### src/rtl/wide_add_seq.sv
// Sequential 64-bit add/subtract built on an external shared 32-bit adder.
// The low half is computed first, then the high half with the chained carry.
module wide_add_seq #(
    parameter int unsigned SETTLE = 2
) (
    input  logic        clk,
    input  logic        rst,
    input  logic        start,
    input  logic        op_sub,
    input  logic [63:0] x,
    input  logic [63:0] y,
    output logic        busy,
    output logic        done,
    output logic [63:0] result,
    output logic        carry_out,
    output logic        overflow,
    output logic [31:0] add_a,
    output logic [31:0] add_b,
    output logic        add_cin,
    input  logic [31:0] add_sum,
    input  logic        add_cout
);

    typedef enum logic [1:0] {StIdle, StLo, StHi, StDone} state_e;

    localparam logic [3:0] CntLoad = 4'(SETTLE - 1);

    state_e      state_q, state_d;
    logic [3:0]  cnt_q, cnt_d;
    logic [63:0] x_q, x_d;
    logic [63:0] yeff_q, yeff_d;
    logic        cin0_q, cin0_d;
    logic        chain_q, chain_d;
    logic [63:0] result_q, result_d;
    logic        carry_q, carry_d;
    logic        ovf_q, ovf_d;
    logic        busy_q, busy_d;
    logic        done_q, done_d;
    logic [31:0] add_a_q, add_a_d;
    logic [31:0] add_b_q, add_b_d;
    logic        add_cin_q, add_cin_d;

    always_comb begin
        state_d  = state_q;
        cnt_d    = cnt_q;
        x_d      = x_q;
        yeff_d   = yeff_q;
        cin0_d   = cin0_q;
        chain_d  = chain_q;
        result_d = result_q;
        carry_d  = carry_q;
        ovf_d    = ovf_q;

        unique case (state_q)
            StIdle, StDone: begin
                if (start) begin
                    state_d = StLo;
                    x_d     = x;
                    yeff_d  = op_sub ? ~y : y;
                    cin0_d  = op_sub;
                    cnt_d   = CntLoad;
                end else begin
                    state_d = StIdle;
                end
            end
            StLo: begin
                if (cnt_q == 4'd0) begin
                    result_d[31:0] = add_sum;
                    chain_d        = add_cout;
                    state_d        = StHi;
                    cnt_d          = CntLoad;
                end else begin
                    cnt_d = cnt_q - 4'd1;
                end
            end
            StHi: begin
                if (cnt_q == 4'd0) begin
                    result_d[63:32] = add_sum;
                    carry_d         = add_cout;
                    ovf_d           = (x_q[63] == yeff_q[63]) & (add_sum[31] != x_q[63]);
                    state_d         = StDone;
                end else begin
                    cnt_d = cnt_q - 4'd1;
                end
            end
        endcase

        // Outputs are registered, so they are derived from the upcoming state.
        busy_d    = (state_d == StLo) || (state_d == StHi);
        done_d    = (state_d == StDone);
        add_a_d   = 32'd0;
        add_b_d   = 32'd0;
        add_cin_d = 1'b0;
        case (state_d)
            StLo: begin
                add_a_d   = x_d[31:0];
                add_b_d   = yeff_d[31:0];
                add_cin_d = cin0_d;
            end
            StHi: begin
                add_a_d   = x_d[63:32];
                add_b_d   = yeff_d[63:32];
                add_cin_d = chain_d;
            end
            default: ;
        endcase
    end

    always_ff @(posedge clk) begin
        if (rst) begin
            state_q   <= StIdle;
            cnt_q     <= 4'd0;
            x_q       <= 64'd0;
            yeff_q    <= 64'd0;
            cin0_q    <= 1'b0;
            chain_q   <= 1'b0;
            result_q  <= 64'd0;
            carry_q   <= 1'b0;
            ovf_q     <= 1'b0;
            busy_q    <= 1'b0;
            done_q    <= 1'b0;
            add_a_q   <= 32'd0;
            add_b_q   <= 32'd0;
            add_cin_q <= 1'b0;
        end else begin
            state_q   <= state_d;
            cnt_q     <= cnt_d;
            x_q       <= x_d;
            yeff_q    <= yeff_d;
            cin0_q    <= cin0_d;
            chain_q   <= chain_d;
            result_q  <= result_d;
            carry_q   <= carry_d;
            ovf_q     <= ovf_d;
            busy_q    <= busy_d;
            done_q    <= done_d;
            add_a_q   <= add_a_d;
            add_b_q   <= add_b_d;
            add_cin_q <= add_cin_d;
        end
    end

    assign busy      = busy_q;
    assign done      = done_q;
    assign result    = result_q;
    assign carry_out = carry_q;
    assign overflow  = ovf_q;
    assign add_a     = add_a_q;
    assign add_b     = add_b_q;
    assign add_cin   = add_cin_q;

endmodule

### config.mk
export PLATFORM = sky130hd
export DESIGN_NAME = wide_add_seq
export DESIGN_NICKNAME = d
export VERILOG_FILES = /design/src/rtl/wide_add_seq.sv
export SDC_FILE = /design/constraint.sdc
export NUM_CORES = 1
export LEC_CHECK = 0
export CAP_MARGIN = 20
export CORE_MARGIN = 5
export CORE_UTILIZATION = 60
export CTS_CLUSTER_DIAMETER = 150
export CTS_CLUSTER_SIZE = 20
export DETAILED_ROUTE_END_ITERATION = 8
export DONT_BUFFER_PORTS = 1
export PLACE_DENSITY = 0.76
export SLEW_MARGIN = 10
export SYNTH_ARGS = -nofsm -noshare
export SYNTH_HDL_FRONTEND = slang
export SYNTH_SLANG_ARGS = --single-unit
### constraint.sdc
create_clock -name clk -period 2.98 [get_ports clk]
set_input_delay 0.149 -clock clk [delete_from_list [all_inputs] [get_ports clk]]
set_output_delay 0.149 -clock clk [all_outputs]
set_load 0.02 [all_outputs]
==> results of run 1 <==
## cells in the mapped netlist, drive strengths merged (2+ instances only)
| cell type | n |
|---|---|
| ha | 8 |
| buf | 51 |
| nand3b | 3 |
| a21oi | 101 |
| nor2 | 70 |
| and3 | 64 |
| a21boi | 64 |
| nor2b | 2 |
| inv | 7 |
| and2 | 2 |
| a311oi | 2 |
| or3 | 2 |
| xor2 | 64 |
| o211ai | 2 |
| dfxtp | 269 |
| o21a | 64 |
| nand4bb | 2 |
| o22ai | 33 |
| clkbuf | 47 |
| o21ai | 65 |
| mux2i | 66 |
| nand2 | 135 |
| or3b | 2 |
## cells by family (layout without fill, tap and decap cells)
logic type / after synthesis / after routing / synth area share
xor gates and xnor gates: 64 / 64 / 0.0524
other: 0 / 5 / 0
adders and majority gates: 8 / 8 / 0.00937
buffers and inverters: 105 / 198 / 0.0530
AOI/OAI and AO/OA: 335 / 335 / 0.195
DFF: 269 / 269 / 0.504
muxes: 66 / 66 / 0.0618
and+or+nand+nor: 289 / 289 / 0.125
## timing repair
action | 4_1_cts | 5_1_grt
endpoints found under the setup margin | 0 | 0
hold buffers | 153 | 0
hold endpoints to repair | 232 | 0
## critical path, delay by kind of cell, from the launching register on
family / cells / cell delay [ns]
simple gates: 4 / 0.97
compound gates: 2 / 0.32
buf+inv: 3 / 0.39
fa+ha+maj: 2 / 0.48
flops: 1 / 0.38
## sequential cells by signal, indices dropped and copies added, names as in the netlist, 2 cells and up
| register | cells |
|---|---|
| state_q | 2 |
| yeff_q | 64 |
| add_a | 32 |
| x_q | 64 |
| add_b | 32 |
| cnt_q | 4 |
| result | 64 |
## power by group through the flow
stage / clock, mW / combinational, mW / sequential [mW]
5_1_grt: 2.38 / 1.02 / 3.92
4_1_cts: 2.24 / 0.911 / 3.90
3_3_place_gp: 0 / 0.649 / 3.98
2_1_floorplan: 0 / 0.620 / 3.96
6_report: 2.18 / 0.928 / 3.90
3_5_place_dp: 0 / 0.663 / 3.99
## metrics by stage
step / cell area (um^2) / hold WS, ns / total power, mW / utilization / std cells
final: 12700 / 0.00449 / 7.02 / 0.727 / 1459
after global routing: 12700 / 0.00895 / 7.32 / 0.727 / 1457
after CTS: 12700 / 0.000438 / 7.05 / 0.727 / 1454
after detailed placement: 10600 / 0.249 / 4.65 / 0.611 / 1282
after global placement: 10600 / 0.246 / 4.63 / 0.611 / 1282
after floorplan: 10700 / 0.285 / 4.58 / - / 1136
## path summary, 6_finish.rpt
kind                   start         end  slack (ns)
setup / recovery  state_q[0]    add_b[8]        0.35
hold / removal         y[26]  yeff_q[26]       0.004
setup reg to reg  state_q[0]    add_b[8]        0.35
hold reg to reg   yeff_q[26]  yeff_q[26]        0.49
## per-layer routing
layer	GRT usage	up-vias	wire, um
li1	-	4059	-
met1	0.310	3958	10800
met2	0.442	325	13900
met3	0.0749	61	2510
met4	0.0922	0	962
met5	0	-	0
## cell type report
class                   instances  area [um^2]
diodes                          5         12.5
clock buffers                  17          425
clock inverters                 2         25.0
fillers                      1201         4750
inverters                       7         26.3
multi-input cells             762         4770
flip-flops and latches        269         5390
well taps                     225          282
repair buffers                172         1750
==> metrics, run 1 <==
status=finished, final reports clean; effective utilization at floorplan=0.614; global-route usage over all layers=0.258; Sinks on Clock Net=269; static power due to leakage=4.92 nW; most frequent cells in the layout=269 x sky130_fd_sc_hd__dfxtp_1, 151 x sky130_fd_sc_hd__dlygate4sd3_1, 135 x sky130_fd_sc_hd__nand2_1; buffers inserted by post-CTS timing repair=0; setup TNS=0 ns; library cells used by synthesis=43; maximum clock path buffer count=3; cell area after synthesis=10700 um^2; most area-consuming cells after synthesis=sky130_fd_sc_hd__dfxtp_1 50%, sky130_fd_sc_hd__mux2i_1 6.2%, sky130_fd_sc_hd__xor2_1 5.2%, sky130_fd_sc_hd__nand2_1 4.7%, sky130_fd_sc_hd__a21oi_1 4.7%; unrepaired setup endpoints after global routing=false; detailed-route wire length per cell=19.3 um; antenna viol nets, final=0; worst clock skew=0.0132 ns; I/O pin count=298; clock buffers created by TritonCTS=17; detailed-placement wirelength estimate=16400 um; area share of the largest cell type after synthesis=0.504; proportion of power drawn by flip-flops and latches=0.556; Synth warnings=0; number of search-and-repair iterations in the first detailed-routing pass=5; first-pass GRT wire length=43200 um; pin count of the biggest net entering global routing=140; minimum period implied by the final worst setup slack=2.63 ns; post-synth top area cell=sky130_fd_sc_hd__dfxtp_1; final wirelength=28200 um; Comb power frac=0.132; Die Footprint=20600 um^2; worst setup path category=register to register; maximum resistive drop on vdd=550 uV; Switching Fraction=0.251; type of destination of the critical path=register; global route total overflow=0; TritonCTS clock tree=yes; placeable core region=17400 um^2; Worst Max-Slew Pin Slew=0.608 ns; required arrival time at the worst endpoint=3.38 ns; Tcrit/Tclk final=0.882; Critical Path, Cell by Cell=inv_1 -> ha_1 -> or4b_4 -> o211ai_2 -> and2_1 -> ha_1 -> or2_1 -> inv_2 -> nand2_1 -> buf_4 -> o22ai_1; via count of the first global-routing pass=8292; drt initial violations=460; Hold Violations, Final=0; power density of the placed cells=554 nW/um^2; number of nets in the finished design=1402; Die X=143 um; share of synthesized registers carrying an async set or reset=0; Post-Syn Area per Cell=9.41 um^2; Vias per Instance=5.76; Top cell by count, worst path=sky130_fd_sc_hd__ha_1; chip height=143 um; share of post-route cells with drive strength above 1=0.0423; routability cong.=0.814; clock root buffer master=sky130_fd_sc_hd__clkbuf_16; startpoint type of the worst setup path=register; total number of placement rows=48; worst slack, placed=0.428 ns; NetSw=1.76 mW; final setup violation count=0; internal power=5.25 mW; number of pins with negative max-slew slack in the final report=0; instance count of the mapped netlist=1136; number of antenna violations at the first check in global routing=3; min setup slack post-route=0.353 ns; portion of the post-synthesis area used by sequential elements=0.504; EDFF count, synth=0; Yosys reg bits=269; reg2reg path depth=11; clk_lat worst skew=0.49 ns; Primary FF master, synth=sky130_fd_sc_hd__dfxtp_1; Max-Cap Viols=0; part of the power in the clock network=0.311; CTS resizes=0; Fmax achieved=381 MHz; post-synthesis net count=1309; number of vias after detailed routing=8403; Max stage delay cell, worst path=sky130_fd_sc_hd__or4b_4; CTS HTree Levels=1; cell depth of the worst hold path=3; DRC violations left=0; Critical Path Fanout Max=17; most frequent standard cell in the layout excluding fill and tap cells=sky130_fd_sc_hd__dfxtp_1; CP Data Arrival Time=3.03 ns; Hold Path Class=input pin to register; worst-case headroom to the max-slew limit=0.595; area growth from synthesis to layout=18.5%; Worst path max stage delay=0.50 ns; port buffer count=0; clock-pin transition on the worst setup and hold timing paths=0.08 ns
Note: power is estimated with default switching activity, not from simulation.
==> run 2, diff against run 1 <==
CORE_UTILIZATION = 40   (was 60)
PLACE_DENSITY = default   (was 0.76)
==> metrics, run 2 (synthesis gave the netlist of run 1 again) <==
placeable core region=26200 um^2; worst clock skew=0.0165 ns; minimum period implied by the final worst setup slack=2.69 ns; most frequent cells in the layout=269 x sky130_fd_sc_hd__dfxtp_1, 157 x sky130_fd_sc_hd__dlygate4sd3_1, 135 x sky130_fd_sc_hd__nand2_1; number of search-and-repair iterations in the first detailed-routing pass=4; area growth from synthesis to layout=20.2%; number of nets in the finished design=1408; overall power consumption=7.03 mW; startpoint type of the worst setup path=register; share of post-route cells with drive strength above 1=0.0413; count of cell instances traversed by the critical path=11; slack of the worst reg-to-reg path=0.29 ns; port buffer count=0; Vias per Instance=5.23; clock-pin transition on the worst setup and hold timing paths=0.09 ns; detailed-placement wirelength estimate=17100 um; reg2reg path depth=11; clk_lat worst skew=0.49 ns; CTS resizes=0; clock buffers created by TritonCTS=17; chip height=173 um; area of combinational cells with multiple inputs=4770 um^2; DRC violations left=0; Critical Path, Cell by Cell=inv_1 -> ha_1 -> or4b_4 -> o211ai_2 -> and2_1 -> ha_1 -> or2_1 -> inv_2 -> nand2_1 -> buf_4 -> o22ai_1; pin count of the biggest net entering global routing=140; CP Data Arrival Time=3.10 ns; critical path launch point=state_q[0]; maximum clock path buffer count=3; total number of placement rows=59; Buf+Inv Stages, Crit Path=3; number of buffers added to fix hold violations after cts=160; final setup violation count=0; Die X=173 um; Sinks on Clock Net=269; status=finished, final reports clean; Tcrit/Tclk final=0.904; first-pass GRT wire length=44900 um; number of vias after detailed routing=8204; most frequent standard cell in the layout excluding fill and tap cells=sky130_fd_sc_hd__dfxtp_1; unrepaired setup endpoints after global routing=false; filler instances=2404; Hold Violations, Final=0; global route total overflow=0; effective utilization at floorplan=0.408; CTS HTree Levels=1; worst setup path category=register to register; RR Startpoint=state_q[0]; Hold Path Class=input pin to register; r2r endpoint=add_b[15]; static power due to leakage=4.95 nW; antenna viol nets, final=0; routability cong.=0.761; number of pins with negative max-slew slack in the final report=0; global-route usage over all layers=0.178; power density of the placed cells=547 nW/um^2; Worst path max stage delay=0.51 ns; Worst Max-Slew Pin Slew=0.762 ns; Hold Startpoint=y[58]; Critical Path Fanout Max=33; Die Footprint=30100 um^2; cell family with most CP delay=simple AND/OR/NAND/NOR gates; final wirelength=28200 um; clock root buffer master=sky130_fd_sc_hd__clkbuf_16; worst-case headroom to the max-slew limit=0.492; number of antenna violations at the first check in global routing=0; detailed-route wire length per cell=18.0 um; Fmax achieved=371 MHz; Max-Cap Viols=0; maximum resistive drop on vdd=412 uV; total area of sequential cells=5390 um^2; via count of the first global-routing pass=7862; TritonCTS clock tree=yes; type of destination of the critical path=register; required arrival time at the worst endpoint=3.39 ns; Max stage delay cell, worst path=sky130_fd_sc_hd__or4b_4; drt initial violations=449; Top cell by count, worst path=sky130_fd_sc_hd__ha_1; buffers inserted by post-CTS timing repair=0; I/O pin count=298; end point of the critical path=add_b[15]; setup TNS=0 ns
[run 2: tightest hold or removal path, cell delays in order]
cell                      delay, ns
sky130_fd_sc_hd__xor2_1        0.05
sky130_fd_sc_hd__mux2i_1       0.20
sky130_fd_sc_hd__nor2_1        0.05
[run 2: area by class of cell]
type,count,share of cell area
tap,335,0.0326
timing repair buffer,178,0.141
clock buffer,17,0.0331
clock inverter,1,0.00127
sequential,269,0.419
multi-input combinational,762,0.371
inverter,7,0.00205
antenna,1,0.000195
[run 2: per-layer routing]
layer	routed length [um]	vias to the layer above	track usage
li1	-	4071	-
met1	12300	3861	0.234
met2	13300	241	0.292
met3	2050	31	0.0515
met4	528	0	0.0366
met5	0	-	0
[run 2: power by group]
part	switching (mW)	internal (mW)	total, mW
registers	0.128	3.77	3.90
logic	0.479	0.438	0.918
clock network	1.18	1.03	2.22
[run 2: how the worst min path moves through the flow]
stage	to	slack [ns]	depth (start not counted)
5_1_grt	yeff_q[29]	0.02	3
2_1_floorplan	carry_out	0.28	2
6_report	yeff_q[58]	0.01	3
3_3_place_gp	result[39]	0.23	1
4_1_cts	yeff_q[7]	0.0003	3
3_5_place_dp	result[38]	0.23	1
[run 2: through the flow]
step | hold WS (ns) | area, um^2 | instances | util | setup WS [ns]
6_report | 0.0149 | 12800 | 1570 | 0.490 | 0.287
5_1_grt | 0.0218 | 12800 | 1569 | 0.490 | 0.132
3_5_place_dp | 0.230 | 10800 | 1391 | 0.410 | 0.336
3_3_place_gp | 0.227 | 10800 | 1391 | 0.410 | 0.395
2_1_floorplan | 0.285 | 10700 | 1136 | - | 0.332
4_1_cts | 0.000277 | 12800 | 1569 | 0.490 | 0.279
==> run 3, diff against run 2 <==
PLACE_DENSITY = 0.65   (was default)
==> metrics, run 3 (synthesis gave the netlist of run 1 again) <==
Fmax achieved=377 MHz; pin count of the biggest net entering global routing=140; number of search-and-repair iterations in the first detailed-routing pass=5; clock-pin transition on the worst setup and hold timing paths=0.09 ns; most frequent standard cell in the layout excluding fill and tap cells=sky130_fd_sc_hd__dfxtp_1; drt initial violations=570; startpoint type of the worst setup path=register; number of antenna violations at the first check in global routing=4; number of pins with negative max-slew slack in the final report=0; detailed-placement wirelength estimate=17100 um; status=finished, final reports clean; port buffer count=0; effective utilization at floorplan=0.408; maximum resistive drop on vdd=398 uV; share of post-route cells with drive strength above 1=0.0404; final setup violation count=0; routability cong.=0.749; Tcrit/Tclk final=0.891; clock buffers created by TritonCTS=17; setup TNS=0 ns; number of nets in the finished design=1410; clock root buffer master=sky130_fd_sc_hd__clkbuf_16; Sinks on Clock Net=269; power density of the placed cells=549 nW/um^2; via count of the first global-routing pass=8144; proportion of power drawn by flip-flops and latches=0.552; worst setup path category=register to register; overall power consumption=7.07 mW; unrepaired setup endpoints after global routing=false; number of vias after detailed routing=8266; static power due to leakage=4.96 nW; worst clock skew=0.0155 ns; maximum clock path buffer count=3; TritonCTS clock tree=yes; minimum period implied by the final worst setup slack=2.65 ns; placeable core region=26200 um^2; Vias per Instance=5.25; detailed-route wire length per cell=18.3 um; final wirelength=28800 um; most frequent cells in the layout=269 x sky130_fd_sc_hd__dfxtp_1, 161 x sky130_fd_sc_hd__dlygate4sd3_1, 135 x sky130_fd_sc_hd__nand2_1; Worst Max-Slew Pin Slew=0.818 ns; part of the power in the clock network=0.316; area growth from synthesis to layout=20.4%; total number of placement rows=59; global-route usage over all layers=0.182; clk_lat worst skew=0.49 ns; Die Footprint=30100 um^2; global route total overflow=0; Hold Violations, Final=0; chip height=173 um; internal power=5.25 mW; required arrival time at the worst endpoint=3.39 ns; NetSw=1.82 mW; Switching Fraction=0.257; CP Data Arrival Time=3.07 ns; first-pass GRT wire length=45800 um; Hold Path Class=input pin to register; I/O pin count=298; Comb power frac=0.132; Max-Cap Viols=0; Critical Path Fanout Max=33; CTS HTree Levels=1; DRC violations left=0; antenna viol nets, final=0; worst-case headroom to the max-slew limit=0.454; Die X=173 um; type of destination of the critical path=register
-- run 3: cell types whose count changed in the layout (fill, tap and decap cells not counted), sizes merged --
cell and change:
inv +1, buf -2, diode +2, dlygate4sd3 +4
-- run 3: metal layers --
| layer | wire length (um) | part of all wire | global-route usage |
|---|---|---|---|
| met2 | 13600 | 0.47 | 0.303 |
| met4 | 688 | 0.024 | 0.0436 |
| met1 | 12400 | 0.43 | 0.231 |
| met3 | 2190 | 0.076 | 0.0565 |
| met5 | 13 | 0.00045 | 0 |
-- run 3: power by group through the flow --
stage | Clock [mW] | Sequential [mW] | Combinational (mW)
floorplan | 0 | 3.96 | 0.620
global placement | 0 | 3.98 | 0.650
detailed placement | 0 | 3.99 | 0.658
CTS | 2.32 | 3.90 | 0.930
global route | 2.46 | 3.92 | 1.03
finish | 2.24 | 3.90 | 0.930
-- run 3: what timing repair did --
item,in CTS,in global routing
setup buffers,0,0
endpoints found under the hold margin,237,0
setup endpoints to repair,0,1
hold buffers,164,0
gates resized for setup,0,1
-- run 3: path summary, 6_finish.rpt --
| path | from | to | slack (ns) | cells past startpoint |
|---|---|---|---|---|
| max | state_q[0] | add_b[0] | 0.33 | 11 |
| min | start | x_q[23] | 0.003 | 2 |
| max reg2reg | state_q[0] | add_b[0] | 0.33 | 11 |
| min reg2reg | yeff_q[6] | yeff_q[6] | 0.49 | 2 |
-- run 3: critical path: stages (launching register included) --
cell	delay [ns]
sky130_fd_sc_hd__dfxtp_1	0.38
sky130_fd_sc_hd__inv_1	0.10
sky130_fd_sc_hd__ha_1	0.26
sky130_fd_sc_hd__or4b_4	0.51
sky130_fd_sc_hd__o211ai_2	0.11
sky130_fd_sc_hd__and2_1	0.15
sky130_fd_sc_hd__ha_1	0.22
sky130_fd_sc_hd__or2_1	0.25
sky130_fd_sc_hd__inv_2	0.07
sky130_fd_sc_hd__nand2_1	0.05
sky130_fd_sc_hd__buf_4	0.25
sky130_fd_sc_hd__o22ai_1	0.21
-- run 3: final cells by class --
type	count	area, um^2
antenna	3	7.51
clock buffer	17	425
clock inverter	2	25.0
fill	2342	13300
inverter	7	26.3
multi-input combinational	762	4770
sequential	269	5390
tap	335	419
timing repair buffer	180	1820
-- run 3: stage by stage --
step | setup WS (ns) | util | cells | area [um^2] | hold WS (ns)
detailed placement | 0.326 | 0.409 | 1389 | 10700 | 0.230
global placement | 0.411 | 0.409 | 1389 | 10700 | 0.229
CTS | 0.157 | 0.491 | 1572 | 12900 | 0.000755
floorplan | 0.332 | - | 1136 | 10700 | 0.285
finish | 0.326 | 0.491 | 1575 | 12900 | 0.00304
global route | 0.0965 | 0.491 | 1574 | 12900 | 0.00701
